==> src/rtl/mips_pkg.sv <==
// Shared MIPS fetch-side definitions: opcodes, sequencer states and the pc step.
package mips_pkg;

    localparam logic [5:0] OP_J    = 6'h02;
    localparam logic [5:0] OP_JAL  = 6'h03;
    localparam logic [5:0] OP_BEQ  = 6'h04;
    localparam logic [5:0] OP_BNE  = 6'h05;
    localparam logic [5:0] OP_HALT = 6'h3F;

    localparam logic [31:0] PC_STEP = 32'd4;

    typedef enum logic [1:0] {
        ST_BOOT = 2'd0,
        ST_RUN  = 2'd1,
        ST_HALT = 2'd2
    } state_e;

    function automatic logic [5:0] opcode(input logic [31:0] instr);
        return instr[31:26];
    endfunction

endpackage

==> src/rtl/next_pc_calc.sv <==
// Combinational next-pc selection: sequential, conditional branch or absolute jump.
module next_pc_calc
    import mips_pkg::*;
(
    input  logic [31:0] pc,
    input  logic [31:0] instr,
    input  logic        alu_zero,
    output logic [31:0] next_pc
);

    logic [31:0] pc4;
    logic [31:0] br_offset;
    logic [31:0] br_target;
    logic [31:0] jmp_target;

    assign pc4        = pc + PC_STEP;
    // Word offset, sign-extended; the add wraps modulo 2^32 in both directions.
    assign br_offset  = {{14{instr[15]}}, instr[15:0], 2'b00};
    assign br_target  = pc4 + br_offset;
    assign jmp_target = {pc4[31:28], instr[25:0], 2'b00};

    always_comb begin
        next_pc = pc4;
        case (opcode(instr))
            OP_BEQ:        if (alu_zero)  next_pc = br_target;
            OP_BNE:        if (!alu_zero) next_pc = br_target;
            OP_J, OP_JAL:  next_pc = jmp_target;
            default:       next_pc = pc4;
        endcase
    end

endmodule

==> src/rtl/pc_sequencer.sv <==
// Program-counter sequencer: BOOT/RUN/HALT FSM, pc register with valid/ready fetch
// handshake and a wrapping retired-instruction counter.
module pc_sequencer
    import mips_pkg::*;
#(
    parameter logic [31:0] RESET_PC = 32'h0000_0000,
    parameter int unsigned CNT_W    = 16
) (
    input  logic             clk,
    input  logic             rst_n,
    output logic [31:0]      pc,
    output logic             pc_valid,
    input  logic             pc_ready,
    input  logic [31:0]      instr,
    input  logic             alu_zero,
    output logic             halted,
    output logic [CNT_W-1:0] retired
);

    state_e           state_q, state_d;
    logic [31:0]      pc_q, pc_d;
    logic [CNT_W-1:0] retired_q, retired_d;
    logic             valid_q, valid_d;
    logic             halted_q, halted_d;
    logic [31:0]      next_pc;
    logic             accept;

    next_pc_calc u_next_pc_calc (
        .pc       (pc_q),
        .instr    (instr),
        .alu_zero (alu_zero),
        .next_pc  (next_pc)
    );

    // instr/alu_zero only influence state through this gate, so X off-accept is harmless.
    assign accept = valid_q & pc_ready;

    always_comb begin
        state_d   = state_q;
        pc_d      = pc_q;
        retired_d = retired_q;
        unique case (state_q)
            ST_BOOT: state_d = ST_RUN;
            ST_RUN: begin
                if (accept) begin
                    retired_d = retired_q + {{(CNT_W-1){1'b0}}, 1'b1};
                    if (opcode(instr) == OP_HALT) begin
                        state_d = ST_HALT;
                    end else begin
                        pc_d = next_pc;
                    end
                end
            end
            ST_HALT: state_d = ST_HALT;
            default: state_d = ST_BOOT;
        endcase
        valid_d  = (state_d == ST_RUN);
        halted_d = (state_d == ST_HALT);
    end

    always_ff @(posedge clk) begin
        if (!rst_n) begin
            state_q   <= ST_BOOT;
            pc_q      <= RESET_PC;
            retired_q <= '0;
            valid_q   <= 1'b0;
            halted_q  <= 1'b0;
        end else begin
            state_q   <= state_d;
            pc_q      <= pc_d;
            retired_q <= retired_d;
            valid_q   <= valid_d;
            halted_q  <= halted_d;
        end
    end

    assign pc       = pc_q;
    assign pc_valid = valid_q;
    assign halted   = halted_q;
    assign retired  = retired_q;

endmodule

==> config.mk <==
export PLATFORM = sky130hd
export DESIGN_NAME = pc_sequencer
export DESIGN_NICKNAME = d
export VERILOG_FILES = /design/src/rtl/mips_pkg.sv /design/src/rtl/next_pc_calc.sv /design/src/rtl/pc_sequencer.sv
export SDC_FILE = /design/constraint.sdc
export NUM_CORES = 1
export LEC_CHECK = 0
export BUFFER_PORTS_ARGS = -buffer_cell sky130_fd_sc_hd__buf_2
export CAP_MARGIN = 30
export CORE_ASPECT_RATIO = 0.75
export CORE_MARGIN = 4
export CORE_UTILIZATION = 57
export CTS_CLUSTER_SIZE = 40
export DETAILED_ROUTE_END_ITERATION = 8
export PLACE_DENSITY = 0.8
export RECOVER_POWER = 25
export SYNTH_ARGS = -nofsm -noshare
export SYNTH_HDL_FRONTEND = slang
export SYNTH_SLANG_ARGS = --single-unit
==> constraint.sdc <==
create_clock -name clk -period 4.4 [get_ports clk]
set_clock_uncertainty 0.15 [all_clocks]
set_input_delay 1.1 -clock clk [delete_from_list [all_inputs] [get_ports clk]]
set_output_delay 1.1 -clock clk [all_outputs]
set_load 0.1 [all_outputs]
==> results.toml, run 1 <==
[floorplan]
dieArea_sq_um = 9220
core_sq_um = 7430
rows = 27
die_h_microns = 84.2
initial_core_util_pct = 59.3
pin_count = 86
die_w_microns = 110

[global_route]
grt_max_degree = 41
grt_usage_pct = 28.1
grt_pass1_vias = 4258
gr-total-overflow = 0
antenna_found_initial = 0
grt_pass1_wl_microns = 21100

[setup_path]
cp.depth = 15
crit_slowest_cell = "dfxtp_2"
crit_buf_inv = 0
cp-end-kind = "flop"
critPathMaxStageDelay_ps = 410
required_ps = 4460
cpLargestDelayFamily = "compound AO/OA/AOI/OAI gates"
start_kind = "flop"
path_max_fanout = 7
path_cells = "ha_1 -> and4_1 -> and3_4 -> and4_4 -> and3_1 -> and3_4 -> xor2_1 -> ha_1 -> a21o_1 -> a21o_1 -> a221o_1 -> a21o_1 -> a311oi_1 -> a41oi_1 -> mux2i_1"
crit_top_cell = "a21o_1"
r2r_cells = 15
arrival_ps = 4230
path_class = "reg -> reg"

[detailed_routing]
via_per_inst = 6.14
dr.pass1.iters = 5
drc = 0
drt.antenna.violating_nets = 0
wirelength_microns = 13000
via_count = 4579
wire_per_inst_microns = 17.5
drt_iter0_drc = 297

[yosys]
synth_top_area_cell = "dfxtp_1"
ys_top_cells_by_area = "dfxtp_1, ha_1, xnor2_1, a21oi_1, nand2_1"
synth_top_family_by_area = "compound AO/OA/AOI/OAI gates"
synth.mux.area_fraction_pct = 0.454
synth_seq_cells = 50
synth_edf_count = 0
synth_xor_area_share_pct = 12.1
syn-instance-count = 568
netlist_area_sq_um = 4410
synth.distinct_cells = 60
synth_compound_area_share_pct = 28.4
yosys_most_used_dff = "dfxtp_1"
synth_top_area_share_pct = 22.7
async_reset_ff_share_pct = 0
ys_seq_area_share_pct = 22.7
avgSynthCellArea_sq_um = 7.76
ys_warn_count = 0
post_synth_fa_ha_maj_area_fraction_pct = 10.7
synth_simple_gate_area_share_pct = 21.8

[pwr]
peakVddDrop_v = 0.000141
power_switching_uw = 448
pwr-share-comb_pct = 30.8
p_clk_share_pct = 29.0
switching_share_pct = 37.4
total_power_mw = 1.20
p_int_uw = 751
sequentialPowerShare_pct = 40.2
power_density_nw_per_um2 = 238
p_leak_nw = 2.28

[placement]
dpl_worst_slack_ps = 307
dpl_cell_area_sq_um = 4950
place_hpwl_microns = 9610
gp_congestion = 0.946
dp.cells = 738
io_buffers = 83

[sta]
setup_viol = 0
max_clock_freq_mhz = 240
hold_viol_final = 0
finalSetupTns_ps = 0
whs_ps = 355
post-route-period-util_pct = 94.8
worst_pin_slew_ps = 1640
worst_slack_ps = 231
slew_viol_final = 41
rsz0062_at_grt = "false"
maxSlewHeadroom_pct = -9.36
finalCriticalPeriod_ps = 4170

[job]
drv_cap = 1

[cts]
cts_tree = "built"
cts_made_buffers = 5
clkTransAtPathRegs_ps = 100
htree_levels = 2
insertion_delay_ps = 320
cts_root_buf = "clkbuf_8"
clockBufferDepth = 2
post_cts_buffers = 0
numClockSinks = 50

[hold_path]
holdCritPathClass = "reg -> reg"
hold_depth = 2

[layout]
stdcell_area_sq_um = 5040
drive_gt1_share_pct = 15.2
n_antenna_cell = 0
multi_input_area_sq_um = 3260
nNetsFinal = 717
register_area_sq_um = 1000
areaGrowthSynthToFinish_pct = 14.3
fillers = 664
final_cells = 746
final_util_pct = 67.8

[outcome]
violations = "max-capacitance violations, max-slew violations"
outcome = "complete, but fails checks"
==> path summary, 6_finish.rpt <==
check                           slack (ps)                   to                start
worst max-delay path                   230  pc[31]$_SDFFE_PN0P_   pc[2]$_SDFFE_PN0P_
worst min-delay path                   350  pc[31]$_SDFFE_PN0P_  pc[31]$_SDFFE_PN0P_
worst max register to register         230  pc[31]$_SDFFE_PN0P_   pc[2]$_SDFFE_PN0P_
worst min register to register         350  pc[31]$_SDFFE_PN0P_  pc[31]$_SDFFE_PN0P_
==> layer usage <==
metal  vias to the layer above  GRT usage, %  wire length [microns]
met5                         -             0                      0
met4                         0          6.12                    114
met3                        10          3.69                   1100
met2                       181          42.4                   5720
met1                      2162          42.5                   6100
li1                       2226             -                      -
==> registers in the layout, indices dropped and copies added, names as in the netlist <==
signal and cells:
halted 1, retired 16, pc_valid 1, pc 30, state_q 2
==> cell usage after synthesis, drive strengths merged, types with 3 or more instances <==
cell / number
and3: 15
inv: 14
and4: 6
a31oi: 4
buf: 10
o31a: 3
nor3b: 4
a211oi: 4
o21bai: 5
dfxtp: 50
a21oi: 54
a21o: 16
nor2: 26
ha: 36
o21a: 9
o21ai: 48
nand4: 10
nor2b: 5
a21boi: 6
and2: 18
a221o: 3
xor2: 15
nand2b: 3
nor3: 6
nand2: 64
a221oi: 20
xnor2: 46
nand3: 17
clkbuf: 16
or3: 5
a22oi: 5
a41oi: 3
==> cell families after synthesis <==
kind of cell               count (synthesis)
adders and majority gates                 37
xor gates and xnor gates                  61
and+or+nand+nor                          185
DFF                                       50
AOI/OAI and AO/OA                        192
buffers and inverters                     40
other                                      1
muxes                                      2
==> worst min-delay path, delay by kind of cell (launching register included) <==
kind	cells	cell delay (ps)
flip-flops	1	350
AND/OR/NAND/NOR	1	60
multiplexers	1	60
==> cell type report <==
class | instances | share of cell area, %
clock inverters | 2 | 0.745
multi-input cells | 479 | 64.8
repair buffers | 94 | 9.61
inverters | 14 | 1.04
well taps | 101 | 2.51
clock buffers | 6 | 1.44
flip-flops and latches | 50 | 19.9
==> power groups by stage <==
stage               clock network (mW)  registers (mW)  logic, mW
floorplan                            0           0.578      0.190
global placement                     0           0.491      0.356
detailed placement                   0           0.492      0.362
CTS                              0.346           0.481      0.365
global route                     0.373           0.484      0.396
finish                           0.347           0.482      0.369
==> placed cells by master, fill, tap and decap left out, types with 3 or more instances in the layout <==
master,synthesis,final
o21ai_0,42,42
a221o_1,3,3
a21o_1,16,16
inv_1,14,14
buf_2,5,65
xor2_1,15,15
or3_1,5,5
a22oi_1,5,5
o21bai_1,5,5
nor3_1,6,6
a221oi_1,20,20
clkbuf_1,16,20
a21boi_0,4,4
o21ai_1,6,6
buf_4,3,9
nand4_1,10,10
and2_1,18,17
ha_1,36,36
xnor2_1,46,46
nand2b_1,3,3
a21oi_1,54,54
o21a_1,9,9
nor2_1,26,26
a31oi_1,3,3
and3_1,13,13
and4_1,5,5
nand2_1,64,64
a211oi_1,4,4
clkbuf_8,0,5
nor2b_1,5,5
dfxtp_1,50,48
o31a_1,3,3
nand3_1,16,16
==> what timing repair did <==
item / 4_1_cts / 5_1_grt
hold buffers: 0 / 0
setup endpoints to repair: 0 / 1
gates resized for setup: 0 / 1
(Power assumes the default switching activity.)
==> run 2: changes to the inputs <==
Settings changed: PLACE_DENSITY 0.8 to 0.79, SYNTH_HIERARCHICAL from default to 1.
==> results.toml, run 2 <==
[outcome]
outcome = "complete, but fails checks"
violations = "max-capacitance violations, max-slew violations"

[floorplan]
pin_count = 86
initial_core_util_pct = 59.2
die_w_microns = 113
core_sq_um = 7950
die_h_microns = 86.7
rows = 28
dieArea_sq_um = 9790

[yosys]
synth_most_common_cell = "nand2_1"
synth_common_cells = "nand2_1, dfxtp_1, ha_1, a21boi_0, xnor2_1"
synth_top_area_share_pct = 22.1
synth_top_area_cell = "dfxtp_1"
ys_warn_count = 6
synth.distinct_cells = 60
async_reset_ff_share_pct = 0
ys_top_cells_by_area = "dfxtp_1, ha_1, nand2_1, xnor2_1, a21boi_0"
synth_edf_count = 0
yosys_most_used_dff = "dfxtp_1"
synth_nets = 688
ys_seq_area_share_pct = 22.1
netlist_area_sq_um = 4710
avgSynthCellArea_sq_um = 7.65
syn-instance-count = 615
synth_seq_cells = 52

[sta]
slew_viol_final = 57
whs_ps = 327
maxSlewHeadroom_pct = -34.2
finalSetupTns_ps = 0
max_clock_freq_mhz = 239
finalCriticalPeriod_ps = 4190
post-route-period-util_pct = 95.2
setup_viol = 0
hold_viol_final = 0
worst_pin_slew_ps = 2010
rsz0062_at_grt = "false"

[cts]
cts_tree = "built"
post_cts_buffers = 0
htree_levels = 2
cts_root_buf = "clkbuf_8"
numClockSinks = 52
hold_buffers = 0
clkTransAtPathRegs_ps = 120
clockBufferDepth = 2
insertion_delay_ps = 330
cts_made_buffers = 5

[setup_path]
cp-end-kind = "flop"
critPathMaxStageDelay_ps = 490
path_max_fanout = 6
crit_slowest_cell = "or4_1"
required_ps = 4470
path_class = "reg -> reg"
arrival_ps = 4260
reg2reg_slack_ps = 210
path_cells = "nand3_1 -> or2_1 -> or3_4 -> nor2_1 -> nand3_1 -> xnor2_1 -> ha_1 -> and2_1 -> and3_1 -> and3_1 -> a21oi_2 -> or4_1 -> o211ai_2 -> mux2_1 -> nand2_1 -> a21boi_0"
start_kind = "flop"

[layout]
final_cell_mix = "nand2_1, buf_2, dfxtp_1"
n_antenna_cell = 0
fillers = 705
stdcell_area_sq_um = 5330
areaGrowthSynthToFinish_pct = 13.3
largest_reg_flops = 32
final_cells = 797
drive_gt1_share_pct = 17.5
final_common_cell = "nand2_1"
nNetsFinal = 764

[placement]
dp.cells = 789
io_buffers = 85
gp_congestion = 0.952
place_hpwl_microns = 9670
dpl_cell_area_sq_um = 5240

[detailed_routing]
via_count = 4768
wire_per_inst_microns = 16.3
dr.pass1.iters = 5
drt_iter0_drc = 427
drt.antenna.violating_nets = 0
drc = 0
via_per_inst = 5.98
wirelength_microns = 13000

[pwr]
peakVddDrop_v = 0.000148
power_density_nw_per_um2 = 180
p_leak_nw = 2.32
total_power_uw = 960

[global_route]
grt_pass1_vias = 4425
grt_max_degree = 57
gr-total-overflow = 0
grt_pass1_wl_microns = 21400
antenna_found_initial = 0
grt_usage_pct = 26.3

[hold_path]
holdCritPathClass = "reg -> reg"

[job]
drv_cap = 1
run 2: cell types whose count changed after synthesis, moves of 7 or more:
| cell | change |
|---|---|
| a21boi_0 | +31 |
| a21oi_1 | -23 |
| a221oi_1 | -16 |
| a22oi_1 | +15 |
| nand2_1 | +37 |
| nand3_1 | +9 |
| nor3_1 | +7 |
| o21ai_0 | -25 |
| o21ai_1 | +16 |
| xnor2_1 | -11 |
| xor2_1 | +11 |
run 2: final timing paths:
path / from / cells after the start / end
worst max-delay path: pc[7]$_SDFFE_PN0P_ / 16 / pc[31]$_SDFFE_PN0P_
worst min register to register: retired[15]$_SDFFE_PN0P_ / 2 / retired[15]$_SDFFE_PN0P_
worst min-delay path: retired[15]$_SDFFE_PN0P_ / 2 / retired[15]$_SDFFE_PN0P_
worst max register to register: pc[7]$_SDFFE_PN0P_ / 16 / pc[31]$_SDFFE_PN0P_
run 2: cell families after synthesis:
group,synth area share (%)
mux,1.73
xor+xnor,11.4
fa+ha+maj,10.0
compound gates,25.3
flops,22.1
simple gates,26.1
buf+inv,3.40
run 2: power by group:
group	total [mW]	internal, mW	leakage, nW	switching (mW)
combinational	0.171	0.0608	1.84	0.110
clock	0.311	0.117	0.0452	0.194
sequential	0.479	0.474	0.427	0.00484
total	0.960	0.651	2.32	0.309
run 2: final cells by class:
cell class / count / area, sq um / area share, %
clock inverters: 3 / 25.0 / 0.469
multi-input cells: 522 / 3520 / 66.0
flip-flops and latches: 52 / 1060 / 19.8
repair buffers: 91 / 460 / 8.63
clock buffers: 5 / 68.8 / 1.29
inverters: 19 / 71.3 / 1.34
well taps: 105 / 131 / 2.46
run 2: timing repair:
item | 4_1_cts | 5_1_grt
hold endpoints to repair | 0 | 0
gates resized for setup | 0 | 2
setup endpoints to repair | 0 | 2
run 2: worst max-delay path: cells and delay by family (launching register included):
kind,cells,cell delay [ps]
AND/OR/NAND/NOR,10,2450
XOR/XNOR,1,160
AO/OA/AOI/OAI,3,250
adder cells (fa/ha/maj),1,350
flip-flops,1,390
multiplexers,1,330
run 2: metal layers:
metal	part of all wire (%)	GRT usage, %	up-vias	wire [microns]
met5	0	0	-	0
met3	8.1	4.19	8	1050
met4	0.61	5.79	0	80
li1	-	-	2368	-
met1	48	37.6	2217	6280
met2	43	41.7	175	5610
run 2: through the flow:
step,worst slack [ps],util (%)
2_1_floorplan,5.19,-
3_3_place_gp,346,65.9
3_5_place_dp,219,65.9
4_1_cts,202,67.1
5_1_grt,15.9,67.1
6_report,212,67.1
==> run 3: changes to the inputs <==
Settings changed: PLACE_DENSITY 0.79 to default, PLACE_DENSITY_LB_ADDON from default to 0.05.
==> results.toml, run 3 (synthesis gave the netlist of run 2 again) <==
[setup_path]
start_kind = "flop"
crit_buf_inv = 0
cpLargestDelayFamily = "simple AND/OR/NAND/NOR gates"
path_class = "reg -> reg"
cp-end-kind = "flop"
critPathMaxStageDelay_ps = 490
path_max_fanout = 6
arrival_ps = 4210
crit_slowest_cell = "or4_1"
required_ps = 4470
path_cells = "nand3_1 -> or2_1 -> or3_4 -> nor2_1 -> nand3_1 -> xnor2_1 -> ha_1 -> and2_1 -> and3_1 -> and3_1 -> a21oi_2 -> or4_1 -> o211ai_2 -> mux2_1 -> nand2_1 -> a21boi_0"

[pwr]
power_switching_uw = 308
p_int_uw = 652
peakVddDrop_v = 0.000136
pwr-share-comb_pct = 17.9
p_leak_nw = 2.34
power_density_nw_per_um2 = 179
switching_share_pct = 32.1
sequentialPowerShare_pct = 49.9
p_clk_share_pct = 32.2

[sta]
post-route-period-util_pct = 94.1
maxSlewHeadroom_pct = -39.1
worst_slack_ps = 261
setup_viol = 0
worst_pin_slew_ps = 2090
whs_ps = 340
max_clock_freq_mhz = 242
slew_viol_final = 57
finalCriticalPeriod_ps = 4140
finalSetupTns_ps = 0
hold_viol_final = 0

[placement]
place_hpwl_microns = 9650
dpl_cell_area_sq_um = 5250
dpl_worst_slack_ps = 226
gp_congestion = 0.993
io_buffers = 85

[detailed_routing]
via_count = 4800
drc = 0
wire_per_inst_microns = 16.3
drt_iter0_drc = 406
wirelength_microns = 13000
via_per_inst = 6.02
drt.antenna.violating_nets = 0
dr.pass1.iters = 5

[cts]
post_cts_buffers = 0
htree_levels = 2
clockBufferDepth = 2
cts_made_buffers = 5
numClockSinks = 52
insertion_delay_ps = 330
clkTransAtPathRegs_ps = 120
cts_root_buf = "clkbuf_8"
cts_tree = "built"

[floorplan]
pin_count = 86
die_h_microns = 86.7
die_w_microns = 113
initial_core_util_pct = 59.2
core_sq_um = 7950
rows = 28
dieArea_sq_um = 9790

[layout]
stdcell_area_sq_um = 5360
nNetsFinal = 765
final_common_cell = "nand2_1"
final_cell_mix = "nand2_1, buf_2, dfxtp_1"
drive_gt1_share_pct = 18.5
n_antenna_cell = 0
final_util_pct = 67.4
areaGrowthSynthToFinish_pct = 14.0
largest_reg_flops = 32

[global_route]
grt_max_degree = 57
antenna_found_initial = 0
grt_pass1_wl_microns = 21500
grt_pass1_vias = 4459
grt_usage_pct = 26.4
gr-total-overflow = 0

[outcome]
violations = "max-capacitance violations, max-slew violations"
outcome = "complete, but fails checks"

[job]
drv_cap = 1

[hold_path]
holdCritPathClass = "reg -> reg"
run 3: changes by cell type in the layout (fill, tap and decap cells not counted):
cell	previous run	this run
and2_0	2	5
and2_1	13	10
buf_2	77	80
clkbuf_1	8	5
a211oi_1	5	4
a211oi_2	1	2
a21oi_1	31	30
a21oi_2	1	2
buf_4	6	7
nor3b_2	1	0
nor3b_4	0	1
o21ai_1	21	20
o21ai_2	2	3
run 3: worst paths after layout:
check | depth (start not counted) | slack [ps] | to | startpoint
worst min register to register | 2 | 340 | retired[15]$_SDFFE_PN0P_ | retired[15]$_SDFFE_PN0P_
worst max register to register | 16 | 260 | pc[31]$_SDFFE_PN0P_ | pc[7]$_SDFFE_PN0P_
worst min-delay path | 2 | 340 | retired[15]$_SDFFE_PN0P_ | retired[15]$_SDFFE_PN0P_
worst max-delay path | 16 | 260 | pc[31]$_SDFFE_PN0P_ | pc[7]$_SDFFE_PN0P_
run 3: metrics by stage:
stage          total power [mW]  instances
5_1_grt                    1.01        798
2_1_floorplan             0.605        615
4_1_cts                   0.967        798
3_5_place_dp              0.658        790
6_report                  0.959        798
3_3_place_gp              0.654        790
run 3: tightest hold or removal path, cell delays in order (launching register included):
cell and delay, ps:
dfxtp_1 340, nand2_1 50, mux2i_1 60
run 3: power by group through the flow:
stage | clock network (mW) | logic (mW) | registers [mW]
floorplan | 0 | 0.0966 | 0.509
global placement | 0 | 0.165 | 0.489
detailed placement | 0 | 0.169 | 0.490
CTS | 0.319 | 0.169 | 0.479
global route | 0.342 | 0.188 | 0.480
finish | 0.309 | 0.172 | 0.479
run 3: area by class of cell:
cell class                 instances  area [sq um]
fill                             703          2590
timing repair buffer              92           472
multi-input combinational        522          3540
tap                              105           131
clock inverter                     3          25.0
clock buffer                       5          68.8
inverter                          19          71.3
sequential                        52          1060
run 3: what timing repair did:
action | 4_1_cts | 5_1_grt
hold buffers | 0 | 0
gates resized for setup | 0 | 5
setup endpoints to repair | 0 | 8
run 3: layer usage:
metal,GRT usage (%),routed length [microns],vias to the layer above
li1,-,-,2375
met1,39.0,6220,2193
met2,39.4,5490,216
met3,5.02,1140,16
met4,6.44,117,0
met5,0,0,-
